`config.mk`:
```
export PLATFORM = sky130hd
export DESIGN_NAME = image_proc_ctrl
export DESIGN_NICKNAME = d
export VERILOG_FILES = /design/src/rtl/image_proc_ctrl.sv
export SDC_FILE = /design/constraint.sdc
export NUM_CORES = 1
export LEC_CHECK = 0
export BUFFER_PORTS_ARGS = -buffer_cell sky130_fd_sc_hd__clkbuf_2
export CAP_MARGIN = 20
export CORE_MARGIN = 2
export CORE_UTILIZATION = 45
export DETAILED_ROUTE_END_ITERATION = 7
export GPL_TIMING_DRIVEN = 0
export HOLD_SLACK_MARGIN = 0.08
export PLACE_DENSITY = 0.76
export SLEW_MARGIN = 20
export SYNTH_ARGS = -nofsm -noshare
export SYNTH_HDL_FRONTEND = slang
export SYNTH_SLANG_ARGS = --single-unit
```
`constraint.sdc`:
```
create_clock -name iCLK -period 7.3 [get_ports iCLK]
set_input_delay 1.46 -clock iCLK [delete_from_list [all_inputs] [get_ports iCLK]]
set_output_delay 1.46 -clock iCLK [all_outputs]
set_load 0.005 [all_outputs]
```
`src/rtl/image_proc_ctrl.sv`:
```
// rtl/image_proc_ctrl.sv - frame qualification, coordinate generation and frame-aligned mode control
module image_proc_ctrl #(
    parameter int IMG_WIDTH  = 1280,
    parameter int IMG_HEIGHT = 960
) (
    input  logic        iCLK,
    input  logic        iRST,
    input  logic        iSTART,
    input  logic        iFVAL,
    input  logic        iDVAL,
    input  logic [11:0] iDATA,
    input  logic        iCFG_REQ,
    input  logic [1:0]  iCFG_MODE,
    input  logic        iERR_CLR,
    output logic [11:0] oDATA,
    output logic        oDVAL,
    output logic [10:0] oX_Cont,
    output logic [10:0] oY_Cont,
    output logic        oSOF,
    output logic        oEOF,
    output logic [1:0]  oMODE,
    output logic        oCFG_BUSY,
    output logic        oCFG_ACK,
    output logic [15:0] oFRAME_CNT,
    output logic        oERR
);

    typedef enum logic [1:0] {IDLE, ARMED, ACTIVE, DONE} state_t;

    localparam logic [10:0] X_LAST = 11'(IMG_WIDTH - 1);
    localparam logic [10:0] Y_LAST = 11'(IMG_HEIGHT - 1);

    state_t      state, state_nxt;
    logic        fval_q;
    logic        fval_rise, fval_fall;
    logic [10:0] x, y, x_nxt, y_nxt, cur_x, cur_y;
    logic        full, full_nxt, cur_full;
    logic        start_frame, take, fwd, overrun, last, size_err, apply;
    logic [1:0]  pending;

    assign fval_rise = iFVAL & ~fval_q;
    assign fval_fall = ~iFVAL & fval_q;

    always_ff @(posedge iCLK or negedge iRST) begin
        if (!iRST) begin
            state  <= IDLE;
            fval_q <= 1'b0;
        end else begin
            state  <= state_nxt;
            fval_q <= iFVAL;
        end
    end

    always_comb begin
        state_nxt   = state;
        start_frame = 1'b0;
        case (state)
            IDLE:   if (iSTART) state_nxt = ARMED;
            ARMED: begin
                if (!iSTART) begin
                    state_nxt = IDLE;
                end else if (fval_rise) begin
                    state_nxt   = ACTIVE;
                    start_frame = 1'b1;
                end
            end
            ACTIVE: if (fval_fall) state_nxt = DONE;
            DONE:   state_nxt = iSTART ? ARMED : IDLE;
            default: state_nxt = IDLE;
        endcase
    end

    // The rising-edge cycle itself may carry the first pixel, so counters restart combinationally.
    always_comb begin
        cur_x    = start_frame ? 11'd0 : x;
        cur_y    = start_frame ? 11'd0 : y;
        cur_full = start_frame ? 1'b0 : full;
        take     = iFVAL & iDVAL & ((state == ACTIVE) | start_frame);
        fwd      = take & ~cur_full;
        overrun  = take & cur_full;
        last     = (cur_x == X_LAST) && (cur_y == Y_LAST);
        size_err = (state == ACTIVE) & fval_fall & ~full;
        apply    = oCFG_BUSY & (state != ACTIVE);
        x_nxt    = cur_x;
        y_nxt    = cur_y;
        full_nxt = cur_full;
        if (fwd) begin
            if (last) begin
                full_nxt = 1'b1;
            end else if (cur_x == X_LAST) begin
                x_nxt = 11'd0;
                y_nxt = cur_y + 11'd1;
            end else begin
                x_nxt = cur_x + 11'd1;
            end
        end
    end

    always_ff @(posedge iCLK or negedge iRST) begin
        if (!iRST) begin
            x       <= 11'd0;
            y       <= 11'd0;
            full    <= 1'b0;
            oDATA   <= 12'd0;
            oDVAL   <= 1'b0;
            oX_Cont <= 11'd0;
            oY_Cont <= 11'd0;
            oSOF    <= 1'b0;
            oEOF    <= 1'b0;
        end else begin
            x     <= x_nxt;
            y     <= y_nxt;
            full  <= full_nxt;
            oDVAL <= fwd;
            oSOF  <= fwd && (cur_x == 11'd0) && (cur_y == 11'd0);
            oEOF  <= fwd && last;
            if (fwd) begin
                oDATA   <= iDATA;
                oX_Cont <= cur_x;
                oY_Cont <= cur_y;
            end
        end
    end

    // Pending mode is applied only outside ACTIVE, so a frame never sees two modes.
    always_ff @(posedge iCLK or negedge iRST) begin
        if (!iRST) begin
            pending    <= 2'd0;
            oCFG_BUSY  <= 1'b0;
            oCFG_ACK   <= 1'b0;
            oMODE      <= 2'd0;
            oFRAME_CNT <= 16'd0;
            oERR       <= 1'b0;
        end else begin
            oCFG_ACK <= apply;
            if (apply) oMODE <= pending;
            if (iCFG_REQ) begin
                pending   <= iCFG_MODE;
                oCFG_BUSY <= 1'b1;
            end else if (apply) begin
                oCFG_BUSY <= 1'b0;
            end
            if (state == DONE) oFRAME_CNT <= oFRAME_CNT + 16'd1;
            if (overrun || size_err) oERR <= 1'b1;
            else if (iERR_CLR)       oERR <= 1'b0;
        end
    end

endmodule

```
[After elaboration in Yosys (flattened, before gate mapping)]
Cells that the tools add are included.
Word-level totals
  register bits: 86
  latch bits: 0
  memory bits (writable): 0
  bits in read-only memories: 0
  input port bits: 21
  output and inout bits: 58
  logic and storage cells: 78
  memories kept: 0
Operators by class
  add/sub/neg operators: 3
  multipliers: 0
  div/mod/pow operators: 0
  $lt $le $gt $ge: 0
  equal/unequal tests: 9
  shift-type cells: 0
  multiplexer cells: 24
  bitwise gates (word level): 14
  reduce and logical (&&, ||, !) cells: 11
Operator list (count)
  11-bit 2-to-1 mux: 8
  11-bit by 1-bit adder with 11-bit output (second input constant): 2
  11-bit logical NOT: 2
  16-bit by 1-bit adder with 16-bit output (second input constant): 1
  11-bit by 10-bit == test with 1-bit output (second input constant): 1
  11-bit == test (second input constant): 1
  1-bit 2-to-1 mux: 11
  1-bit AND: 9
  2-bit 2-to-1 mux: 4
  2-bit case mux with 4 select lines: 1
  2-bit inequality test (second input constant): 3
  2-bit == test (second input constant): 2
  1-bit logical AND: 4
  1-bit inverter: 4
  2-bit nonzero test: 2
  3-bit inequality test (second input constant): 1
  3-bit AND reduction: 1
  2-bit by 1-bit == test with 1-bit output (second input constant): 1
  2-bit logical NOT: 1
  1-bit logical OR: 1
  1-bit OR: 1

[Depth between registers and ports, before layout]
  depth in word-level cells: 10
  gate-level depth with buffers: 12
  depth with buffers taken out: 10

[Least setup slack after synthesis]
OpenSTA, ideal clock, no wires.
  kind: input to register
  start point: input port iFVAL
  end point: register y[1]
  setup time: 125 ps
  arrival: 3497 ps
  required time: 7175 ps
  setup slack: 3678 ps
  stages: 12
  path buffers: 2
  cells stage by stage: or3b_4 > or2_1 > clkbuf_2 > buf_6 > nand2_1 > inv_1 > ha_1 > and4_4 > nand3_2 > nor2_1 > nand2_2 > mux2_4
Between the ends
  cells in the longest elaborated chain, start to end: 9
  elaborated cells on any way between the ends: 19
  classes of those cells: add/sub (1); eq/ne (2); mux (9); bitwise (6); reduce/logical (1)
Ends and longest elaborated chain
  start, declared: line 9  | input logic iFVAL,
  1-bit AND *: line 41  | assign fval_rise = iFVAL & ~fval_q;
  1-bit 2-to-1 mux *: line 62  | end else if (fval_rise) begin
  1-bit 2-to-1 mux *: line 60  | if (!iSTART) begin
  1-bit 2-to-1 mux *: line 57  | case (state)
  11-bit 2-to-1 mux *: line 75  | cur_x = start_frame ? 11'd0 : x;
  named net cur_x[0]: line 36  | logic [10:0] x, y, x_nxt, y_nxt, cur_x, cur_y;
  11-bit == test *: line 81, 90
  11-bit 2-to-1 mux / 1-bit logical AND (equally long branches): line 90, 81
  11-bit 2-to-1 mux *: line 88  | if (last) begin
  11-bit 2-to-1 mux *: line 87  | if (fwd) begin
  named net y_nxt[1]: line 36
  end signal, assigned: line 112  | y <= y_nxt;
  end, declared: line 36
The timed path passes the listed nets; every way through them passes the cells marked *.
A chain may end at the register's enable or synchronous reset.

[Worst setup path after layout]
  start point: input port iFVAL
  end point: register y[6]
The elaborated chain is that of the path after synthesis.

==> metrics <==
status complete, no violations; met3 WL 513 um; Yosys top cell by area dfrtp_1; Post-DP Area 4400 sq um; sequential share of the synthesized area 55.7%; Longest Clk Path Bufs 2; yosys warns 0; r2r endpoint y[1]$_DFF_PN0_; worst setup path class input pin to flop; top-count cell post-synth nand2_1; CP max stage cell or4b_1; CP max stage delay 510 ps; CTS tree built; 1st-pass router iterations 4; top layer in use met4; Layout Nets 498; total negative slack 0 ps; PwrDens 243 nW/um^2; cell area after synthesis 3870 sq um; cell family with most CP delay simple AND/OR/NAND/NOR gates; HP Start oFRAME_CNT[15]$_DFFE_PN0N_; RSZ-0062 raised after global routing no; Main synth FF type dfrtp_1; synth unique cells 58; crit share post-route 50.8%; Worst Clk Skew 8.58 ps; per-cell routed wire length 14.2 um; initial antenna violation count 0; Leak 2.34 nW; worst hold path class flop to flop; Hold Buf Count CTS 0; first-pass GRT wire length 14300 um; Vias/cell 5.26; PortBufs 78; Area contributors post-synth dfrtp_1 56%, nand2_1 9.4%, xnor2_1 4.3%, nand3_1 3.5%, o21ai_0 1.9%; final wirelength 8260 um; design area 4610 sq um; total die area 9350 sq um; Setup Viol. Count Final 0; Worst Path Arrival 3980 ps; fmax 270 MHz; DRC 0; Core Region 8260 sq um; Max H-tree Level 3; initial core utilization 46.8%; cts bufs inserted 9; met2 wire len 3900 um; M1 WL 3660 um; Cells after Synth 384; Reg2Reg Setup Slack 4410 ps; hold endpoint oFRAME_CNT[15]$_DFFE_PN0N_; post_cts resized 0; max_cap viols 0; Net Count, Synth 409; Worst slew margin 41.4%; hold depth 1; Most Frequent Cell on Critical Path clkbuf_2; critical path cell sequence clkbuf_2 > or3b_4 > or2_1 > clkbuf_2 > buf_6 > nand2_1 > inv_1 > ha_1 > and4_4 > and3_2 > nand2_2 > or4b_1 > a21oi_1; worst path required time 7580 ps; worst-margin pin slew 870 ps; worst ir drop on vdd 86.3 uV; Post-synth EDFFs 0; worst skew pair latency 350 ps; crit path launch type input pin; Die Wd 96.7 um; Synth Register Bits 86; FF-to-FF path depth 12; vias 3069; Power, Total 1.12 mW; Synth async-reset ratio 100%; DPL Wire Length 5900 um; number of buffers and inverters on the critical path 4; Final Hold Fails 0; vias in the first global route 2991; DRT antenna net count 0; clk sinks 86; Clk pin slew, worst setup/hold paths 80 ps; largest net degree at the start of global routing 87; pre-CTS setup slack 3280 ps; share of cells above drive strength 1 25.5%; row cnt 33; Die Height 96.7 um; Tmin final 3710 ps; Root Driver clkbuf_8; # fillers 747; Total GRT Usage 18.6%; ANT cells 0; post-synth top area share 55.7%; final setup margin 3590 ps; I/O pins 79; Final Slew Violations 0; Setup crit end kind flop; synth cell count leaders 97 x nand2_1, 86 x dfrtp_1, 27 x nand3_1; post-CTS setup buffer count 0; Avg Inst Size Synth 10.1 sq um; CP Max Fanout 10; routability cong. 0.905; GR Overflow Total 0; Area Growth Syn to Fin 19.1%; DRT iter0 DRCs 208
metal layers:
| layer | vias to the layer above | GRT usage (%) |
|---|---|---|
| li1 | 1498 | - |
| met1 | 1457 | 25.2 |
| met2 | 96 | 28.6 |
| met3 | 18 | 4.91 |
| met4 | 0 | 7.48 |
| met5 | - | 0 |
worst reg2reg max path, stage by stage, from the launching register on:
cell and delay (ps):
dfrtp_1 450, or3b_4 460, or2_1 240, clkbuf_2 160, buf_6 160, nand2_1 120, inv_1 60, ha_1 210
and4_4 220, nand3_2 140, nor2_1 140, nand2_2 120, mux2_4 300
how the worst max path moves through the flow:
stage / startpoint / end / slack (ps) / cells after the start
after floorplan: iFVAL / y[1]$_DFF_PN0_ / 3680 / 12
final: iFVAL / y[6]$_DFF_PN0_ / 3590 / 13
after detailed placement: iFVAL / y[6]$_DFF_PN0_ / 3280 / 13
after global placement: iFVAL / y[1]$_DFF_PN0_ / 3310 / 13
after global routing: iFVAL / y[3]$_DFF_PN0_ / 3490 / 13
after CTS: iFVAL / y[6]$_DFF_PN0_ / 3630 / 13
stage by stage:
stage / hold WS [ps] / utilization (%) / cells
after floorplan: 463 / - / 384
after global placement: 453 / 53.1 / 567
after detailed placement: 461 / 53.2 / 567
after CTS: 479 / 55.8 / 583
after global routing: 508 / 55.8 / 583
final: 473 / 55.8 / 583
kinds of logic after synthesis:
family                     after synthesis  share of synthesized area (%)
buffers and inverters                   23                           2.65
xor gates and xnor gates                23                           5.21
adders and majority gates                4                           1.29
muxes                                    8                           2.36
and+or+nand+nor                        198                           25.6
DFF                                     86                           55.7
AOI/OAI and AO/OA                       42                           7.22
where the power goes:
| group | total, mW | switching [mW] | internal, mW |
|---|---|---|---|
| sequential | 0.586 | 0.0474 | 0.539 |
| combinational | 0.190 | 0.0977 | 0.0920 |
| clock | 0.345 | 0.167 | 0.178 |
| total | 1.12 | 0.312 | 0.809 |
cells in the final DEF, fill, tap and decap left out, drive strengths merged, types with 3 or more instances in the layout:
master and n:
a21oi 6, a31oi 3, and2 4, and3 5, and4 3, buf 9
clkbuf 96, dfrtp 86, ha 4, inv 9, mux2 6, nand2 100
nand3 28, nand4 7, nor2 15, nor2b 5, nor3 8, nor4 9
o211ai 4, o21ai 15, or2 3, xnor2 19, xor2 4
state kept, by name (all words and copies together), names as in the netlist, 2 cells and up, named ones only:
signal and cells:
oFRAME_CNT 16, oY_Cont 11, y 11, x 11, pending 2, oX_Cont 11
oMODE 2, oDATA 12
final cells by class:
class                           instances  area, sq um  share of cell area (%)
Buffer                                 15         72.6                    1.58
Clock inverter                          4         53.8                    1.17
Timing Repair Buffer                   78          399                    8.67
Inverter                                8         30.0                   0.652
Sequential cell                        86         2150                    46.7
Tap cell                              105          131                    2.85
Multi-Input combinational cell        275         1610                    35.0
Clock buffer                           12          155                    3.37
(Power assumes the default switching activity.)
